--- config.mk ---
export PLATFORM = sky130hd
export DESIGN_NAME = bus_mm_arbiter_flat
export DESIGN_NICKNAME = d
export VERILOG_FILES = /design/src/rtl/bus_mm_arbiter_pkg.sv /design/src/rtl/bus_mm_arbiter_if.sv /design/src/rtl/bus_mm_arbiter_rr_pick.sv /design/src/rtl/bus_mm_arbiter.sv /design/src/flat_wrapper.sv
export SDC_FILE = /design/constraint.sdc
export NUM_CORES = 1
export LEC_CHECK = 0
export CELL_PAD_IN_SITES_DETAIL_PLACEMENT = 1
export CELL_PAD_IN_SITES_GLOBAL_PLACEMENT = 1
export CORE_MARGIN = 2
export CORE_UTILIZATION = 25
export DETAILED_ROUTE_END_ITERATION = 12
export PLACE_DENSITY_LB_ADDON = 0.1
export SYNTH_ARGS = -nofsm -noshare
export SYNTH_HDL_FRONTEND = slang
export SYNTH_HIERARCHICAL = 1
export SYNTH_SLANG_ARGS = --single-unit
export TNS_END_PERCENT = 20
--- constraint.sdc ---
create_clock -name CLK -period 5.8 [get_ports CLK]
set_clock_uncertainty 0.2 [all_clocks]
set_input_delay 0.87 -clock CLK [delete_from_list [all_inputs] [get_ports CLK]]
set_output_delay 0.87 -clock CLK [all_outputs]
set_load 0.05 [all_outputs]
--- src/rtl/bus_mm_arbiter_pkg.sv ---
// -----------------------------------------------------------------------------
// bus_arb_pkg
// Shared types and defaults for the bus_MM write arbiter (bus_mm_arbiter).
//   arb_state_e   : arbiter FSM states (ARB_IDLE, ARB_OWN)
//   *_DEF         : default N_REQ / AW / DW / MAX_BURST values
//   ARB_IDLE_OUT  : bit value driven on every slave-side output while idle
//   wrap_idx()    : modulo-N index helper used by the round-robin scan
// -----------------------------------------------------------------------------
package bus_arb_pkg;

    typedef enum logic {
        ARB_IDLE = 1'b0,
        ARB_OWN  = 1'b1
    } arb_state_e;

    localparam int N_REQ_DEF     = 4;
    localparam int AW_DEF        = 8;
    localparam int DW_DEF        = 8;
    localparam int MAX_BURST_DEF = 4;

    // Every slave-side output is forced to this bit value when nobody owns the bus.
    localparam logic ARB_IDLE_OUT = 1'b0;

    // (base + off) mod n; base and off are small non-negative values.
    function automatic int wrap_idx(input int base, input int off, input int n);
        return (base + off) % n;
    endfunction

endpackage

--- src/rtl/bus_mm_arbiter_if.sv ---
// -----------------------------------------------------------------------------
// bus_mm_arbiter_if
// Bundle of the requester-side and slave-side bus_MM signals around the arbiter.
//   req/m_address/m_write/m_writedata : per-requester inputs to the arbiter
//   gnt                               : one-hot grant back to the requesters
//   s_address/s_write/s_writedata     : forwarded write to the single slave
//   s_waitrequest                     : slave stall
// Modports:
//   slave  : the arbiter's view (it is the slave of the N masters)
//   master : the environment's view (masters plus the downstream slave)
// -----------------------------------------------------------------------------
interface bus_mm_arbiter_if #(
    parameter int N_REQ = bus_arb_pkg::N_REQ_DEF,
    parameter int AW    = bus_arb_pkg::AW_DEF,
    parameter int DW    = bus_arb_pkg::DW_DEF
);

    logic [N_REQ-1:0]         req;
    logic [N_REQ-1:0][AW-1:0] m_address;
    logic [N_REQ-1:0]         m_write;
    logic [N_REQ-1:0][DW-1:0] m_writedata;
    logic [N_REQ-1:0]         gnt;
    logic [AW-1:0]            s_address;
    logic                     s_write;
    logic [DW-1:0]            s_writedata;
    logic                     s_waitrequest;

    modport slave (
        input  req, m_address, m_write, m_writedata, s_waitrequest,
        output gnt, s_address, s_write, s_writedata
    );

    modport master (
        output req, m_address, m_write, m_writedata, s_waitrequest,
        input  gnt, s_address, s_write, s_writedata
    );

endinterface

--- src/rtl/bus_mm_arbiter_rr_pick.sv ---
// -----------------------------------------------------------------------------
// rr_pick
// Combinational winner selection for bus_mm_arbiter.
//   req        in  N_REQ  pending requests
//   last_owner in  IW     previous owner (start point of the rotation)
//   winner     out IW     index of the selected requester
//   valid      out 1      at least one request pending
// Policy is chosen by macro BUS_ARB_FIXED_PRIO_EN:
//   defined   : lowest-index request wins, last_owner ignored
//   undefined : first request found scanning last_owner+1, +2, ... mod N_REQ
// -----------------------------------------------------------------------------
module rr_pick
    import bus_arb_pkg::*;
#(
    parameter int N_REQ = N_REQ_DEF,
    parameter int IW    = $clog2(N_REQ)
) (
    input  logic [N_REQ-1:0] req,
    input  logic [IW-1:0]    last_owner,
    output logic [IW-1:0]    winner,
    output logic             valid
);

`ifdef BUS_ARB_FIXED_PRIO_EN

    logic unused_last_owner;
    assign unused_last_owner = ^last_owner;

    // Descending scan so the lowest set index is the last (winning) assignment.
    always_comb begin
        winner = '0;
        valid  = 1'b0;
        for (int i = N_REQ - 1; i >= 0; i--) begin
            if (req[i]) begin
                winner = IW'(i);
                valid  = 1'b1;
            end
        end
    end

`else

    // rot[k] is the request of the requester k+1 positions after last_owner,
    // so a plain priority encode of rot implements the rotation.
    logic [N_REQ-1:0] rot;

    for (genvar gi = 0; gi < N_REQ; gi++) begin : g_rot
        logic [IW-1:0] idx;
        assign idx     = IW'(wrap_idx(int'(last_owner), gi + 1, N_REQ));
        assign rot[gi] = req[idx];
    end

    always_comb begin
        winner = '0;
        valid  = 1'b0;
        for (int k = N_REQ - 1; k >= 0; k--) begin
            if (rot[k]) begin
                winner = IW'(wrap_idx(int'(last_owner), k + 1, N_REQ));
                valid  = 1'b1;
            end
        end
    end

`endif

endmodule

--- src/rtl/bus_mm_arbiter.sv ---
// -----------------------------------------------------------------------------
// bus_mm_arbiter
// Shares one bus_MM slave port between N_REQ write masters. One requester owns
// the bus at a time, for at most MAX_BURST accepted writes; a one-cycle idle
// bubble separates consecutive owners.
// Ports:
//   CLK    in  system clock
//   reset  in  synchronous, active-high reset
//   bus    slave modport of bus_mm_arbiter_if (requesters + slave signals)
// Optional feature: BUS_ARB_FIXED_PRIO_EN selects fixed lowest-index priority
// instead of round-robin (last_owner then stays at its reset value).
// gnt is registered; slave-side outputs are muxed from the owner's inputs.
// -----------------------------------------------------------------------------
module bus_mm_arbiter
    import bus_arb_pkg::*;
#(
    parameter int N_REQ     = N_REQ_DEF,
    parameter int AW        = AW_DEF,
    parameter int DW        = DW_DEF,
    parameter int MAX_BURST = MAX_BURST_DEF
) (
    input logic              CLK,
    input logic              reset,
    bus_mm_arbiter_if.slave  bus
);

    localparam int IW = $clog2(N_REQ);
    localparam int BW = $clog2(MAX_BURST + 1);

    arb_state_e       state_reg;
    logic [IW-1:0]    owner_reg;
    logic [IW-1:0]    last_owner_reg;
    logic [BW-1:0]    beat_reg;
    logic [N_REQ-1:0] gnt_reg;

    logic [IW-1:0]    winner;
    logic             winner_valid;
    logic             accept;
    logic             at_limit;
    logic             release_own;

    rr_pick #(
        .N_REQ (N_REQ),
        .IW    (IW)
    ) u_pick (
        .req        (bus.req),
        .last_owner (last_owner_reg),
        .winner     (winner),
        .valid      (winner_valid)
    );

    assign accept   = (state_reg == ARB_OWN) && bus.s_write && !bus.s_waitrequest;
    assign at_limit = (beat_reg == BW'(MAX_BURST - 1));
    // A stalled write never reaches the limit branch, so the owner holds it
    // until the slave accepts it or the requester gives up.
    assign release_own = !bus.req[owner_reg] || (accept && at_limit);

    always_ff @(posedge CLK) begin
        if (reset) begin
            state_reg      <= ARB_IDLE;
            owner_reg      <= '0;
            last_owner_reg <= IW'(N_REQ - 1);
            beat_reg       <= '0;
            gnt_reg        <= '0;
        end else begin
            case (state_reg)
                ARB_IDLE: begin
                    if (winner_valid) begin
                        state_reg <= ARB_OWN;
                        owner_reg <= winner;
                        beat_reg  <= '0;
                        gnt_reg   <= N_REQ'(1) << winner;
                    end
                end
                ARB_OWN: begin
                    if (accept) begin
                        beat_reg <= beat_reg + BW'(1);
                    end
                    if (release_own) begin
                        state_reg <= ARB_IDLE;
                        gnt_reg   <= '0;
`ifndef BUS_ARB_FIXED_PRIO_EN
                        last_owner_reg <= owner_reg;
`endif
                    end
                end
                default: begin
                    state_reg <= ARB_IDLE;
                    gnt_reg   <= '0;
                end
            endcase
        end
    end

    assign bus.gnt = gnt_reg;

    // Only the owner's signals reach the slave; everything is parked at zero
    // while idle so a stale write can never leak out during the bubble.
    always_comb begin
        bus.s_address   = {AW{ARB_IDLE_OUT}};
        bus.s_writedata = {DW{ARB_IDLE_OUT}};
        bus.s_write     = ARB_IDLE_OUT;
        if (state_reg == ARB_OWN) begin
            bus.s_address   = bus.m_address[owner_reg];
            bus.s_writedata = bus.m_writedata[owner_reg];
            bus.s_write     = bus.m_write[owner_reg];
        end
    end

endmodule

--- src/flat_wrapper.sv ---
// flat-port wrapper written by rule: the top's interface ports become plain ports
module bus_mm_arbiter_flat import bus_arb_pkg::*;
#(
    parameter int N_REQ     = N_REQ_DEF,
    parameter int AW        = AW_DEF,
    parameter int DW        = DW_DEF,
    parameter int MAX_BURST = MAX_BURST_DEF
)
  (CLK, reset, bus_req, bus_m_address, bus_m_write, bus_m_writedata, bus_s_waitrequest, bus_gnt, bus_s_address, bus_s_write, bus_s_writedata);
  bus_mm_arbiter_if #(.N_REQ(N_REQ), .AW(AW), .DW(DW)) bus_i ();
  input logic CLK;
  input logic reset;
  input wire logic [$bits(bus_i.req)-1:0] bus_req;
  input wire logic [$bits(bus_i.m_address)-1:0] bus_m_address;
  input wire logic [$bits(bus_i.m_write)-1:0] bus_m_write;
  input wire logic [$bits(bus_i.m_writedata)-1:0] bus_m_writedata;
  input wire logic [$bits(bus_i.s_waitrequest)-1:0] bus_s_waitrequest;
  output wire logic [$bits(bus_i.gnt)-1:0] bus_gnt;
  output wire logic [$bits(bus_i.s_address)-1:0] bus_s_address;
  output wire logic [$bits(bus_i.s_write)-1:0] bus_s_write;
  output wire logic [$bits(bus_i.s_writedata)-1:0] bus_s_writedata;
  assign bus_i.req = bus_req;
  assign bus_i.m_address = bus_m_address;
  assign bus_i.m_write = bus_m_write;
  assign bus_i.m_writedata = bus_m_writedata;
  assign bus_i.s_waitrequest = bus_s_waitrequest;
  assign bus_gnt = bus_i.gnt;
  assign bus_s_address = bus_i.s_address;
  assign bus_s_write = bus_i.s_write;
  assign bus_s_writedata = bus_i.s_writedata;
  bus_mm_arbiter #(.N_REQ(N_REQ), .AW(AW), .DW(DW), .MAX_BURST(MAX_BURST)) u_core (.CLK(CLK), .reset(reset), .bus(bus_i));
endmodule
Word-level counts from Yosys, hierarchy flattened:

Index checks and enable logic that the tools add are counted.

* shift-type cells: 1
* reductions and logical operators: 10
* add/sub/neg operators: 5
* multiplexer cells: 36
* order comparisons: 5
* equal/unequal tests: 4
* bitwise logic cells: 1

Operators by type and width (number)
* 8-bit binary-select mux with 2-bit select: 2
* 8-bit 2-to-1 mux: 4
* 2-bit by 3-bit < comparator with 1-bit output, second input constant: 5
* 1-bit 2-to-1 mux: 13
* 1-bit binary-select mux with 2-bit select: 6
* 2-bit 2-to-1 mux: 4
* 4-bit 2-to-1 mux: 2
* 4-bit one-hot mux with 2 select lines: 1
* 2-bit AND reduction: 4
* 3-bit 2-to-1 mux: 2
* 2-bit != test, second input constant: 3
* 3-bit one-hot mux with 2 select lines: 1
* 2-bit by 1-bit adder with 2-bit output, second input constant: 2
* 2-bit adder, second input constant: 2
* 1-bit by 2-bit left shift with 4-bit output, first input constant: 1
* 3-bit by 1-bit adder with 3-bit output, second input constant: 1
* 3-bit by 2-bit == test with 1-bit output, second input constant: 1
* 1-bit logical AND: 3
* 1-bit logical NOT: 2
* 1-bit one-hot mux with 2 select lines: 1
* 1-bit logical OR: 1
* 1-bit inverter: 1

* bits in registers: 12
* output and inout port bits: 21
* input port bits: 75
* logic and storage cells: 67

Depth between registers and ports, before layout:

Gate-level depths: netlist of run 1.

* depth in word-level cells: 10
* depth in mapped cells: 7
* depth with buffers taken out: 7

Hierarchy:

The synthesis of run 1 kept the hierarchy.

Modules (own cells, without submodules)
* bus_mm_arbiter: area each 1141.1 µm², times used 1, seq. area each 240.2 µm², cells each 104
* rr_pick: area each 91.3 µm², times used 1, seq. area each 0.0 µm², cells each 14

Worst setup path after synthesis of run 1:

OpenSTA, ideal clock, no wires.

* kind: in2out
* from: input port bus_m_write[1]
* to: output port bus_s_write
* path slack: 3026 ps
* cell stages on the path: 2
* buffers on the path: 0
* required time: 4730 ps
* arrival: 1704 ps
* cells stage by stage: mux4_1 > and2_1

* word-level cells in the longest chain between the ends: 3

Ends and longest elaborated chain
* start, declared: RTL line flat_wrapper.sv:15 `input wire logic [$bits(bus_i.m_write)-1:0] bus_m_write;`
* 1-bit binary-select mux with 2-bit select: RTL line bus_mm_arbiter.sv:106 `bus.s_write = bus.m_write[owner_reg];`
* 1-bit 2-to-1 mux (not written as such): RTL line bus_mm_arbiter.sv:106
* 1-bit 2-to-1 mux: RTL line bus_mm_arbiter.sv:103 `if (state_reg == ARB_OWN) begin`
* end, declared: RTL line flat_wrapper.sv:20 `output wire logic [$bits(bus_i.s_write)-1:0] bus_s_write;`

No other way between the ends. The select of a mux whose other input is x is not followed.

Worst setup path after layout of run 1:

* from: input port bus_m_write[2]
* to: output port bus_s_write

Same word-level chain as after synthesis.

==> results.toml, run 1 <==
[synth]
ys_seq_elements = 12
synth_top_family_by_area = "multiplexers"
synth_compound_gate_area_share_pct = 12.4
seq_area_frac_synth_pct = 19.5
syn_area_um2 = 1230
ys_warn_count = 6
netlist.area_leader.share_pct = 21.9
synthXorXnorAreaFrac_pct = 0
synthSimpleGateAreaFrac_pct = 24.5
yosys-top-cells-area = "mux4_2 22%, dfxtp_1 19%, mux4_1 13%"
syn_avg_cell_area_um2 = 10.4
syn_nets = 195
synthCells = 118
muxShareOfSynthArea_pct = 37.2
yosys.area.top_type = "mux4_2"
ys_types = 30
synth_adder_area_share_pct = 2.03

[grt]
grt_max_degree = 29
grt_pass1_wl_um = 7370
overflow = 0
grt_usage_pct = 17.9
grt_pass1_vias = 1451
antenna_found_initial = 0

[status]
status = "finished clean"

[worst_setup_path]
worst-r2r-setup-slack_ns = 3.39
r2r_start = "u_core/owner_reg[1]"
cpPeakStageDelay_ns = 0.71
cp.arrival_ns = 2.74
crit_start = "bus_m_write[2]"
worst_path_max_delay_cell = "clkdlybuf4s50_1"
worstPathRequired_ns = 4.73
cp-start-kind = "primary input"
crit_top_cell = "clkdlybuf4s50_1"
reg2regPathDepth = 4
endpoint_kind = "output port"
path_max_fanout = 2
cp_cell_sequence = "clkdlybuf4s50_1, mux4_1, and2_1, clkdlybuf4s50_1"
r2r_end = "u_core/last_owner_reg[1]"
cp-endpoint = "bus_s_write"
critPathKind = "primary input to output port"

[power]
ir_worst_vdd_mv = 0.104
comb_power_share_pct = 51.4
p_leak_uw = 0.000809
power_density_nw_per_um2 = 177
internal_power_uw = 261
switching_share_pct = 35.6
clkPwrFrac_pct = 23.3
p_sw_uw = 144
power_frac_seq_pct = 25.4

[cts]
hold_buffers = 0
cts_buffers = 3
clk_latency_ns = 0.25
ctsResizeCount = 0
cts.sinks = 12
clk_pin_slew_ns = 0.05
clockBufferDepth = 2
cts_tree = "built"
htreeDepth = 1
root_buffer = "clkbuf_8"
cts_setup_buffers = 0

[timing]
fmax_mhz = 262
hold_viol_final = 0
drv_slew = 0
timing.hold.ws_ns = 0.285
post-route-period-util_pct = 65.8
final.min_clock_period_ns = 3.81
final-setup-viol-count = 0
worst_pin_slew_ns = 1.01
rsz0062_at_grt = "false"
slew_headroom_pct = 32.5
tns_ns = 0
setup_slack_ns = 1.99

[drt]
drt-met1-wl_um = 1800
vias = 1357
firstDrtPassIters = 4
wl_um = 4820
antenna_left = 0
wl_met2_um = 2560
wl_per_cell_um = 17.4
wl_met3_um = 362
via_per_inst = 4.90
maxUsedRoutingLayer = "met4"
drtIter0Drc = 30
drc = 0

[layout]
final_core_util_pct = 48.4
final_nets = 288
antennaDiodeCount = 0
drive_above_1_share_pct = 11.0
largest_reg_flops = 4
areaGrowthSynthToFinish_pct = 85.5

[place]
pre_cts_ws_ns = 1.98
numPortBuffers = 95
hpwlAfterDp_um = 3870
place_congestion = 0.740

[worst_hold_path]
min_path_type = "flop to flop"
hold_depth = 2
hold_path.startpoint = "u_core/beat_reg[1]"

[floorplan]
start_util_pct = 26.1
dieArea_um2 = 5510
io_pins = 96
die_y_um = 74.2
core_um2 = 4720
dieWidth_um = 74.2
num_rows = 25

[flow_run]
cap_violations = 0
[metrics by stage]
stage               power (uW)  cell area [um^2]  cells
floorplan                  222              1230    118
global placement           309              2230    273
detailed placement         314              2230    273
CTS                        409              2290    277
global route               427              2290    277
finish                     405              2290    277
[critical path: cells and delay by family]
| family | cells | cell delay, ns |
|---|---|---|
| buf+inv | 2 | 1.14 |
| mux | 1 | 0.53 |
| simple gates | 1 | 0.19 |
[synth_stat cells, drive strengths merged]
library cell,number
and2,18
mux4,18
a21oi,12
dfxtp,12
nor2,11
nand2b,5
nand3,5
buf,4
clkbuf,4
nand2,4
nand3b,4
inv,3
mux2i,3
a211o,2
a22oi,2
ha,2
nand4b,2
o31ai,2
a31oi,1
and2b,1
o221a,1
o221ai,1
or3b,1
[power by group through the flow]
stage               Sequential [uW]  Combinational, uW  Clock (uW)
CTS                             103                210        96.7
global route                    105                220         103
detailed placement              105                209           0
floorplan                       102                120           0
finish                          103                208        94.1
global placement                104                204           0
[how the worst min path moves through the flow]
stage	end	slack, ns
2_1_floorplan	u_core/beat_reg[0]	0.25
3_3_place_gp	u_core/beat_reg[1]	0.26
3_5_place_dp	u_core/beat_reg[1]	0.28
4_1_cts	u_core/beat_reg[1]	0.29
5_1_grt	u_core/beat_reg[1]	0.32
6_report	u_core/beat_reg[1]	0.29
[routing by layer]
layer / up-vias / track usage [%]
met4: 0 / 5.75
li1: 640 / -
met1: 653 / 18.8
met3: 8 / 3.66
met5: - / 0
met2: 56 / 35.3
[cell type report]
cell class              count  area [um^2]
fillers                   526         2440
repair buffers             96          958
multi-input cells          95          937
flip-flops and latches     12          240
well taps                  67         83.8
clock buffers               4         55.1
inverters                   3         11.3
[cell usage in the layout, fill, tap and decap left out, types with 2 or more instances in the layout]
master	count
clkdlybuf4s50_1	95
and2_1	17
mux4_2	12
dfxtp_1	12
nor2_1	11
a21oi_1	11
mux4_1	6
nand3_1	5
clkbuf_8	4
nand2b_1	4
nand2_1	4
inv_1	3
mux2i_1	3
nand3b_1	3
a211o_1	2
nand4b_1	2
o31ai_1	2
a22oi_1	2
ha_1	2
[cell families after synthesis]
| logic type | after synthesis |
|---|---|
| buffers and inverters | 11 |
| muxes | 21 |
| DFF | 12 |
| adders and majority gates | 2 |
| AOI/OAI and AO/OA | 21 |
| and+or+nand+nor | 51 |
(Power assumes the default switching activity.)
==> inputs of run 2 (changes only) <==
--- a/config.mk
+++ b/config.mk
@@ -8,7 +8,7 @@
 export CELL_PAD_IN_SITES_DETAIL_PLACEMENT = 1
 export CELL_PAD_IN_SITES_GLOBAL_PLACEMENT = 1
 export CORE_MARGIN = 2
-export CORE_UTILIZATION = 25
+export CORE_UTILIZATION = 21
 export DETAILED_ROUTE_END_ITERATION = 12
 export PLACE_DENSITY_LB_ADDON = 0.1
 export SYNTH_ARGS = -nofsm -noshare
==> constraint.sdc (replaced) <==
create_clock -name CLK -period 3.5 [get_ports CLK]
set_clock_uncertainty 0.2 [all_clocks]
set_input_delay 0.525 -clock CLK [delete_from_list [all_inputs] [get_ports CLK]]
set_output_delay 0.525 -clock CLK [all_outputs]
set_load 0.05 [all_outputs]
==> run 2 against run 1 <==
  * Sequential power grew 70%
  * Final area shrank 1.5%
  * Sequential share of layout area grew 0.16 points
  * Via count grew 0.81%
  * Cell count grew 2.2%
  * Wire length grew 2.0%
  * Global-route usage shrank 2.9 points
  * Die area grew 18%
  * Critical path depth is the same
  * Count of clock-buffer cells in the layout shrank 1
  * Combinational power grew 62%
  * Critical path type is now flop to output port
==> results.toml, run 2 (same netlist as run 1, synthesis figures left out) <==
[floorplan]
num_rows = 27
dieWidth_um = 80.6
die_y_um = 80.6
dieArea_um2 = 6500
io_pins = 96
start_util_pct = 22.1
core_um2 = 5570

[cts]
clk_pin_slew_ns = 0.05
hold_buffers = 0
root_buffer = "clkbuf_8"
cts_tree = "built"
clockBufferDepth = 2
cts_setup_buffers = 0
htreeDepth = 1
cts_buffers = 3
cts.sinks = 12
clk_latency_ns = 0.23
ctsResizeCount = 0

[power]
power_density_nw_per_um2 = 281
total_power_uw = 632
ir_worst_vdd_mv = 0.173
p_leak_uw = 0.000840

[drt]
drtIter0Drc = 20
antenna_left = 0
wl_um = 4910
drc = 0
via_per_inst = 4.83
wl_per_cell_um = 17.4
vias = 1368
firstDrtPassIters = 4

[grt]
grt_usage_pct = 15.0
grt_pass1_vias = 1523
overflow = 0
grt_pass1_wl_um = 7600
grt_max_degree = 29
antenna_found_initial = 0

[timing]
fmax_mhz = 323
tns_ns = 0
final-setup-viol-count = 0
drv_slew = 0
hold_viol_final = 0
rsz0062_at_grt = "false"
slew_headroom_pct = 32.8
setup_slack_ns = 0.400
worst_pin_slew_ns = 1.01
final.min_clock_period_ns = 3.10
post-route-period-util_pct = 88.6

[worst_setup_path]
worst-r2r-setup-slack_ns = 0.92
critPathKind = "flop to output port"
cpPeakStageDelay_ns = 0.97
crit_family = "flip-flops"
reg2regPathDepth = 4
worstPathRequired_ns = 2.77
cp_cell_sequence = "buf_4, mux4_2, and2_1, buf_4"
cp-start-kind = "flop"
crit_top_cell = "buf_4"
cp.arrival_ns = 2.38
r2r_end = "u_core/last_owner_reg[1]"
worst_path_max_delay_cell = "dfxtp_1"
r2r_start = "u_core/owner_reg[0]"
endpoint_kind = "output port"
path_max_fanout = 19
cp.buffers_inverters = 2

[flow_run]
cap_violations = 0

[layout]
largest_reg_flops = 4
final_nets = 290
antennaDiodeCount = 0
mostFrequentLayoutCell = "clkdlybuf4s50_1"
areaGrowthSynthToFinish_pct = 82.6
final_cell_mix = "78 x clkdlybuf4s50_1, 20 x buf_4, 17 x and2_1"
drive_above_1_share_pct = 19.4
final_core_util_pct = 40.4

[worst_hold_path]
min_path_type = "flop to flop"
hold_end = "u_core/beat_reg[1]"
hold_depth = 2
hold_path.startpoint = "u_core/beat_reg[1]"

[place]
place_congestion = 0.761
pre_cts_ws_ns = 0.604
numPortBuffers = 95
hpwlAfterDp_um = 3950

[status]
status = "finished clean"
[run 2: final cells by class]
type	instances	area (um^2)
Fill cell	640	3320
Multi-Input combinational cell	95	937
Timing Repair Buffer	98	931
Sequential cell	12	240
Tap cell	72	90.1
Clock buffer	3	41.3
Inverter	3	11.3
[run 2: worst min-delay path: stages, from the launching register on]
cell and delay [ns]:
dfxtp_1 0.31, nand3_1 0.07, a21oi_1 0.06
[run 2: worst max path at each step]
stage,startpoint,to,depth (start not counted)
5_1_grt,u_core/owner_reg[0],bus_s_writedata[5],4
6_report,u_core/owner_reg[0],bus_s_writedata[5],4
2_1_floorplan,u_core/owner_reg[0],bus_s_address[0],4
4_1_cts,u_core/owner_reg[0],bus_s_writedata[5],4
3_5_place_dp,u_core/owner_reg[0],bus_s_writedata[5],4
3_3_place_gp,u_core/owner_reg[0],bus_s_writedata[6],4
[run 2: metrics by stage]
step,cells,hold WS [ns],area (um^2)
final,283,0.287,2250
after floorplan,118,0.251,1230
after global routing,283,0.311,2250
after global placement,280,0.263,2210
after CTS,283,0.296,2250
after detailed placement,280,0.289,2210
[run 2: report_power, final]
part           leakage, uW  internal [uW]  total, uW  switching (uW)
Clock            0.0000216           75.4        121            45.2
Sequential       0.0000983            147        175            28.3
Combinational     0.000720            180        336             156
[run 2: routing by layer]
layer | track usage [%] | vias up | part of all wire (%)
met5 | 0 | - | 0
met4 | 3.56 | 0 | 0.41
met3 | 2.13 | 2 | 10
met2 | 28.4 | 65 | 50
met1 | 17.7 | 659 | 39
li1 | - | 642 | -
==> inputs of run 3 (changes only) <==
--- a/config.mk
+++ b/config.mk
@@ -10,7 +10,7 @@
 export CORE_MARGIN = 2
 export CORE_UTILIZATION = 21
 export DETAILED_ROUTE_END_ITERATION = 12
-export PLACE_DENSITY_LB_ADDON = 0.1
+export PLACE_DENSITY = 0.87
 export SYNTH_ARGS = -nofsm -noshare
 export SYNTH_HDL_FRONTEND = slang
 export SYNTH_HIERARCHICAL = 1
==> run 3 against run 2 <==
  * First-iteration DRC count grew 65%
  * Clock power grew 29%
  * Combinational power grew 4%
  * Largest cell class is now non-clock buffers
==> results.toml, run 3 (same netlist as run 1, synthesis figures left out) <==
[worst_setup_path]
worst_path_max_delay_cell = "mux4_1"
crit_family = "multiplexers"
cpPeakStageDelay_ns = 0.61
endpoint_kind = "output port"
cp_cell_sequence = "buf_4, mux4_1, and2_1, buf_4"
cp-start-kind = "flop"
critPathKind = "flop to output port"
cp.buffers_inverters = 2
path_max_fanout = 14
crit_top_cell = "buf_4"
cp.arrival_ns = 1.86
worstPathRequired_ns = 2.77

[floorplan]
start_util_pct = 22.1
die_y_um = 80.6
dieArea_um2 = 6500
num_rows = 27
dieWidth_um = 80.6
io_pins = 96
core_um2 = 5570

[layout]
regArea_um2 = 240
antennaDiodeCount = 0
multi_input_area_um2 = 937
areaGrowthSynthToFinish_pct = 84.4
final_cell_mix = "78 x clkdlybuf4s50_1, 21 x buf_4, 17 x and2_1"
final_nets = 291
stdcell_area_um2 = 2270
drive_above_1_share_pct = 20.2
mostFrequentLayoutCell = "clkdlybuf4s50_1"
largest_reg_flops = 4
fillers = 635

[timing]
timing.hold.ws_ns = 0.283
post-route-period-util_pct = 73.8
hold_viol_final = 0
slew_headroom_pct = 67.0
fmax_mhz = 387
drv_slew = 0
rsz0062_at_grt = "false"
final.min_clock_period_ns = 2.58
final-setup-viol-count = 0
tns_ns = 0
worst_pin_slew_ns = 0.494

[grt]
grt_pass1_vias = 1469
antenna_found_initial = 0
overflow = 0
grt_usage_pct = 13.7
grt_max_degree = 16
grt_pass1_wl_um = 6980

[power]
p_leak_uw = 0.000852
power_density_nw_per_um2 = 293
ir_worst_vdd_mv = 0.108

[cts]
cts_tree = "built"
htreeDepth = 1
cts.sinks = 12
cts_setup_buffers = 0
clk_pin_slew_ns = 0.05
hold_buffers = 0
cts_buffers = 3
root_buffer = "clkbuf_8"
clockBufferDepth = 2
ctsResizeCount = 0
clk_latency_ns = 0.25

[place]
placed_area_um2 = 2220
numPortBuffers = 95
hpwlAfterDp_um = 3490
place_congestion = 0.738

[drt]
antenna_left = 0
firstDrtPassIters = 4
drtIter0Drc = 33
wl_per_cell_um = 15.1
via_per_inst = 4.85
vias = 1382
wl_um = 4300
drc = 0

[worst_hold_path]
min_path_type = "flop to flop"

[flow_run]
cap_violations = 0

[status]
status = "finished clean"
run 3: changes by cell type in the layout (fill, tap and decap cells not counted), sizes merged:
cell / previous run / this run
buf: 20 / 21
clkbuf: 3 / 4
run 3: final timing paths:
path,slack [ns],startpoint,endpoint,cells past startpoint
worst max register to register,1.36,u_core/beat_reg[0],u_core/last_owner_reg[1],6
worst max-delay path,0.92,u_core/owner_reg[0],bus_s_write,4
worst min register to register,0.28,u_core/beat_reg[1],u_core/beat_reg[1],2
worst min-delay path,0.28,u_core/beat_reg[1],u_core/beat_reg[1],2
run 3: per-layer routing:
metal | track usage (%) | vias to the layer above | part of all wire (%)
li1 | - | 645 | -
met1 | 15.3 | 659 | 38
met2 | 25.2 | 69 | 50
met3 | 3.03 | 9 | 10
met4 | 5.25 | 0 | 2.2
met5 | 0 | - | 0
run 3: area by class of cell:
class | instances | area share [%]
sequential | 12 | 10.6
tap | 72 | 3.96
multi-input combinational | 95 | 41.2
inverter | 3 | 0.496
timing repair buffer | 99 | 41.3
clock buffer | 4 | 2.42
run 3: per-stage QoR:
| stage | worst slack [ns] | utilization, % | total power (uW) | cells |
|---|---|---|---|---|
| after floorplan | 1.13 | - | 367 | 118 |
| after global placement | 0.921 | 39.8 | 508 | 281 |
| after detailed placement | 0.913 | 39.8 | 516 | 281 |
| after CTS | 0.892 | 40.8 | 675 | 285 |
| after global routing | 0.814 | 40.8 | 704 | 285 |
| final | 0.917 | 40.8 | 666 | 285 |
run 3: worst min-delay path: cells and delay by family, from the launching register on:
kind | cells | cell delay [ns]
DFF | 1 | 0.31
AOI/OAI and AO/OA | 1 | 0.06
and+or+nand+nor | 1 | 0.06
run 3: power by group:
group / switching, uW / leakage, uW / internal (uW)
combinational: 166 / 0.000725 / 181
clock: 56.2 / 0.0000288 / 99.7
sequential: 15.6 / 0.0000983 / 147
